$ cat src/rtl/ccff_chain_loader.sv
// Serializes a word-stream bitstream MSB-first into the fabric configuration chain and holds
// IO isolation until the load (and optional readback, macro CCFF_READBACK_EN) completes.
module ccff_chain_loader #(
  parameter int unsigned CHAIN_LEN = 64,
  parameter int unsigned WORD_W    = 8
) (
  input  logic              prog_clk,
  input  logic              pReset,
  input  logic              start,
  input  logic [WORD_W-1:0] in_data,
  input  logic              in_valid,
  output logic              in_ready,
  output logic              ccff_head,
  input  logic              ccff_tail,
  output logic              chain_shift_en,
  output logic              IO_ISOL_N,
  output logic              busy,
  output logic              done,
  output logic              error
);

  localparam int unsigned CntW     = $clog2(CHAIN_LEN + 1);
  localparam int unsigned RemW     = $clog2(WORD_W + 1);
  localparam int unsigned NumWords = (CHAIN_LEN + WORD_W - 1) / WORD_W;
  localparam int unsigned WordCntW = $clog2(NumWords + 1);
  localparam int unsigned LastBits = (CHAIN_LEN % WORD_W == 0) ? WORD_W : CHAIN_LEN % WORD_W;

  localparam logic [WORD_W-1:0]   LastMask  = {WORD_W{1'b1}} << (WORD_W - LastBits);
  localparam logic [CntW-1:0]     LastCnt   = CntW'(CHAIN_LEN - 1);
  localparam logic [RemW-1:0]     FullRem   = RemW'(WORD_W);
  localparam logic [RemW-1:0]     LastRem   = RemW'(LastBits);
  localparam logic [WordCntW-1:0] AllWords  = WordCntW'(NumWords);
  localparam logic [WordCntW-1:0] FinalWord = WordCntW'(NumWords - 1);

`ifdef CCFF_READBACK_EN
  typedef enum logic [1:0] {
    StIdle   = 2'd0,
    StLoad   = 2'd1,
    StDone   = 2'd2,
    StVerify = 2'd3
  } state_e;

  // Serial CRC-16/CCITT step, polynomial 0x1021.
  function automatic logic [15:0] crc_step(input logic [15:0] crc, input logic bit_in);
    logic fb;
    fb = crc[15] ^ bit_in;
    return {crc[14:0], 1'b0} ^ (fb ? 16'h1021 : 16'h0000);
  endfunction
`else
  typedef enum logic [1:0] {
    StIdle = 2'd0,
    StLoad = 2'd1,
    StDone = 2'd2
  } state_e;
`endif

  state_e              state_q, state_d;
  logic [WORD_W-1:0]   buf_q, buf_d;
  logic [RemW-1:0]     rem_q, rem_d;
  logic [CntW-1:0]     sent_q, sent_d;
  logic [WordCntW-1:0] words_q, words_d;
  logic                done_q, done_d;
  logic                head_q, head_d;
  logic                en_q, en_d;
  logic                shifting;

`ifdef CCFF_READBACK_EN
  logic [15:0] crc_tx_q, crc_tx_d;
  logic [15:0] crc_rx_q, crc_rx_d;
  logic        error_q, error_d;
`else
  logic unused_tail;
  assign unused_tail = ccff_tail;
`endif

  always_comb begin
    state_d  = state_q;
    buf_d    = buf_q;
    rem_d    = rem_q;
    sent_d   = sent_q;
    words_d  = words_q;
    done_d   = done_q;
`ifdef CCFF_READBACK_EN
    crc_tx_d = crc_tx_q;
    crc_rx_d = crc_rx_q;
    error_d  = error_q;
`endif
    shifting = (state_q == StLoad) && (rem_q != '0);
    // Ready while the buffer is empty or draining its last bit: keeps the stream bubble-free.
    in_ready = (state_q == StLoad) && (words_q != AllWords) &&
               ((rem_q == '0) || ((rem_q == RemW'(1)) && shifting));

    unique case (state_q)
      StIdle, StDone: begin
        if (start) begin
          state_d  = StLoad;
          buf_d    = '0;
          rem_d    = '0;
          sent_d   = '0;
          words_d  = '0;
          done_d   = 1'b0;
`ifdef CCFF_READBACK_EN
          crc_tx_d = 16'hFFFF;
          crc_rx_d = 16'hFFFF;
          error_d  = 1'b0;
`endif
        end
      end
      StLoad: begin
        if (shifting) begin
          buf_d  = buf_q << 1;
          rem_d  = rem_q - 1'b1;
          sent_d = sent_q + 1'b1;
`ifdef CCFF_READBACK_EN
          crc_tx_d = crc_step(crc_tx_q, buf_q[WORD_W-1]);
`endif
          if (sent_q == LastCnt) begin
`ifdef CCFF_READBACK_EN
            state_d = StVerify;
            sent_d  = '0;
`else
            state_d = StDone;
            done_d  = 1'b1;
`endif
          end
        end
        if (in_valid && in_ready) begin
          words_d = words_q + 1'b1;
          if (words_q == FinalWord) begin
            buf_d = in_data & LastMask;
            rem_d = LastRem;
          end else begin
            buf_d = in_data;
            rem_d = FullRem;
          end
        end
      end
`ifdef CCFF_READBACK_EN
      StVerify: begin
        crc_rx_d = crc_step(crc_rx_q, ccff_tail);
        sent_d   = sent_q + 1'b1;
        if (sent_q == LastCnt) begin
          state_d = StDone;
          sent_d  = '0;
          done_d  = 1'b1;
          error_d = (crc_rx_d != crc_tx_q);
        end
      end
`endif
      default: state_d = StIdle;
    endcase

    head_d = (state_d == StLoad) ? buf_d[WORD_W-1] : 1'b0;
    en_d   = (state_d == StLoad) && (rem_d != '0);
  end

  always_ff @(posedge prog_clk or posedge pReset) begin
    if (pReset) begin
      state_q  <= StIdle;
      buf_q    <= '0;
      rem_q    <= '0;
      sent_q   <= '0;
      words_q  <= '0;
      done_q   <= 1'b0;
      head_q   <= 1'b0;
      en_q     <= 1'b0;
`ifdef CCFF_READBACK_EN
      crc_tx_q <= 16'hFFFF;
      crc_rx_q <= 16'hFFFF;
      error_q  <= 1'b0;
`endif
    end else begin
      state_q  <= state_d;
      buf_q    <= buf_d;
      rem_q    <= rem_d;
      sent_q   <= sent_d;
      words_q  <= words_d;
      done_q   <= done_d;
      head_q   <= head_d;
      en_q     <= en_d;
`ifdef CCFF_READBACK_EN
      crc_tx_q <= crc_tx_d;
      crc_rx_q <= crc_rx_d;
      error_q  <= error_d;
`endif
    end
  end

`ifdef CCFF_READBACK_EN
  // Readback recirculates the tail into the head so the chain is left intact.
  assign ccff_head      = (state_q == StVerify) ? ccff_tail : head_q;
  assign chain_shift_en = en_q | (state_q == StVerify);
  assign busy           = (state_q == StLoad) || (state_q == StVerify);
  assign error          = error_q;
`else
  assign ccff_head      = head_q;
  assign chain_shift_en = en_q;
  assign busy           = (state_q == StLoad);
  assign error          = 1'b0;
`endif
  assign done      = done_q;
  assign IO_ISOL_N = done_q & ~error;

endmodule

$ cat config.mk
export PLATFORM = sky130hd
export DESIGN_NAME = ccff_chain_loader
export DESIGN_NICKNAME = d
export VERILOG_FILES = /design/src/rtl/ccff_chain_loader.sv
export SDC_FILE = /design/constraint.sdc
export NUM_CORES = 1
export LEC_CHECK = 0
export ABC_AREA = 1
export BUFFER_PORTS_ARGS = -buffer_cell sky130_fd_sc_hd__clkbuf_2
export CORE_ASPECT_RATIO = 1.5
export CORE_MARGIN = 5
export CORE_UTILIZATION = 50
export CTS_CLUSTER_DIAMETER = 60
export CTS_CLUSTER_SIZE = 16
export DETAILED_ROUTE_END_ITERATION = 8
export HOLD_SLACK_MARGIN = 0.06
export PLACE_DENSITY = 0.74
export SYNTH_ARGS = -nofsm -noshare
export SYNTH_HDL_FRONTEND = slang
export SYNTH_SLANG_ARGS = --single-unit
$ cat constraint.sdc
create_clock -name prog_clk -period 1.6 [get_ports prog_clk]
set_input_delay 0.32 -clock prog_clk [delete_from_list [all_inputs] [get_ports prog_clk]]
set_output_delay 0.32 -clock prog_clk [all_outputs]
set_load 0.02 [all_outputs]
==> qor.yml <==
fin_cells: 260
initial_core_util: 0.516
synth.largest_area_cell: "dfrtp_1"
ys_ff_latch: 28
dpl.hpwl_mm: 2.46
clock_path_buffers: 2
layout_min_cycle_time_ns: 1.72
finalHoldViolations: 0
synthCells: 178
cts_tree: "done"
ir_worst_vdd_uv: 1210
clk_pin_slew_ns: 0.10
netlist-cell-type-count: 30
final_util: 0.680
start_kind: "flip-flop"
first_pass_iters: 4
grt_usage: 0.177
yosys_most_used_dff: "dfrtp_1"
worst_ep_required_time_ns: 1.28
synthTopCellsByArea: "dfrtp_1 (47%), inv_1 (7.1%), nand2_1 (6.8%)"
holdWs_ns: 0.0712
crit_arrival_ns: 1.40
antennaDiodeCount: 0
rsz0062_at_grt: "true"
maxSlewViolCount: 0
cpPeakStageDelay_ns: 0.43
core_area_um2: 2880
grt.overflow.total: 0
dieArea_um2: 4190
synth_area_um2: 1490
fillers: 218
synth_edf_count: 0
cts_sinks: 28
rows: 24
cap_violations: 0
post-route-cell-area_um2: 1960
dpl_worst_slack_ns: -0.123
status: "finished, violations left"
cts_inserted_buffers: 3
finalWirelength_mm: 3.66
drt_first_iter_violations: 48
hp-class: "input port to asynchronous set/reset pin"
power.density_nw_per_um2: 2250
die-height_um: 76.8
nets: 240
syn_avg_cell_area_um2: 8.35
synth_seq_area_share: 0.471
cp_max_fo: 3
p_leak_nw: 1.01
violations: "setup timing"
syn2layout_area_growth_pct: 31.9
drive_above_1_share: 0.312
fp.dieW_um: 54.5
power_mw: 4.41
synthArstFlopShare: 1.00
worstReg2RegStart: "rem_q[1]"
critical_path.cell_chain: "inv_2 > ha_4 > nand3_4 > and3_4 > buf_8"
critPathSlowestCell: "dfrtp_1"
setup_ws_ns: -0.118
place_inst: 243
antenna_found_initial: 0
vias: 1357
post_drt_wl_per_cell_um: 14.1
grt_pass1_vias: 1349
setup-tns-final_ns: -0.171
grt_max_degree: 29
gp_congestion: 0.863
endpoint_kind: "output port"
root_buffer: "clkbuf_8"
crit_start: "words_q[1]"
synth_fp_nets: 196
final_antenna_net_count: 0
min_period_over_period: 1.07
htreeDepth: 1
skew_ns: 0.00611
clock_latency_ns: 0.27
pin_count: 20
io_buffers: 17
placed_cell_area_um2: 1680
max_freq_ghz: 0.582
drcViolationCount: 0
netlist.area_leader.share: 0.471
grt_pass1_wl_mm: 5.62
worstSetupPathType: "flip-flop to output port"
yosys_warnings: 0
setup_violations: 5
viasPerCell: 5.22
routing by layer:
metal  vias up  track usage  wire length [µm]
met5         -            0                 0
met4         0       0.0898               100
met3        14       0.0155               135
met2        44        0.307              1950
met1       635        0.203              1470
li1        664            -                 -
placed cells by master, fill, tap and decap left out, types with 2 or more instances in the layout:
cell type   n
ha_4        3
clkbuf_8    3
inv_1      24
buf_6       2
nand4_1     4
nand3_1    11
nor2_1     15
a21oi_1     4
inv_2       6
xor2_1      2
ha_1        2
nor2_4      3
buf_4      23
nand2_4     5
clkbuf_2   16
o21ai_0    12
nand2_1    26
o21ai_1    14
dfrtp_1    28
path summary, 6_finish.rpt:
check                                 endpoint  slack (ns)  cells past startpoint
worst max register to register  chain_shift_en       -0.02                     12
worst max-delay path                  in_ready       -0.12                      5
worst min register to register      state_q[1]        0.49                      1
max in group asynchronous           state_q[0]        1.25                      3
worst min-delay path                words_q[1]        0.07                      3
min in group prog_clk               state_q[1]        0.23                      2
power by group:
group / leakage (nW) / internal, mW / switching (mW)
logic: 0.627 / 1.14 / 1.50
registers: 0.350 / 1.02 / 0.182
clock network: 0.0357 / 0.335 / 0.224
total: 1.01 / 2.50 / 1.91
synthesized netlist by cell type (2+ instances only):
master    n
a21oi_1   5
dfrtp_1  28
ha_1      5
nand3_1  12
nand2_4   2
o21ai_0  19
buf_4     2
nand4_1   4
o21ai_1   7
nand2_1  27
inv_1    28
buf_6     2
xor2_1    2
nand2_2   3
inv_2     2
nor2_1   16
cells by family after synthesis:
group | share of synthesized area
AO/OA/AOI/OAI | 0.135
XOR/XNOR | 0.0118
adder cells (fa/ha/maj) | 0.0421
buffers and inverters | 0.101
flip-flops | 0.471
other | 0.00252
AND/OR/NAND/NOR | 0.237
cell type report:
| class | count | area, µm² | share of cell area |
|---|---|---|---|
| clock buffers | 3 | 41.3 | 0.0211 |
| multi-input cells | 117 | 737 | 0.376 |
| inverters | 30 | 113 | 0.0574 |
| flip-flops and latches | 28 | 701 | 0.357 |
| clock inverters | 1 | 30.0 | 0.0153 |
| repair buffers | 42 | 290 | 0.148 |
| well taps | 39 | 48.8 | 0.0249 |
worst max-delay path: cells and delay by family (launching register included):
family | cells | cell delay, ns
flip-flops | 1 | 0.43
AND/OR/NAND/NOR | 2 | 0.30
buffers and inverters | 2 | 0.23
adder cells (fa/ha/maj) | 1 | 0.15
what timing repair did:
item	CTS	global route
hold buffers	0	0
cloned	0	1
setup buffers	5	7
hold endpoints to repair	0	0
setup endpoints to repair	16	21
pin swaps	4	5
gates resized for setup	22	10
flip-flops by register name, summed over array words and instances, names as in the netlist:
register / count
state_q: 2
words_q: 4
IO_ISOL_N: 1
chain_shift_en: 1
sent_q: 7
rem_q: 4
ccff_head: 1
buf_q: 8
No activity file was read; power rests on OpenSTA's default activity.
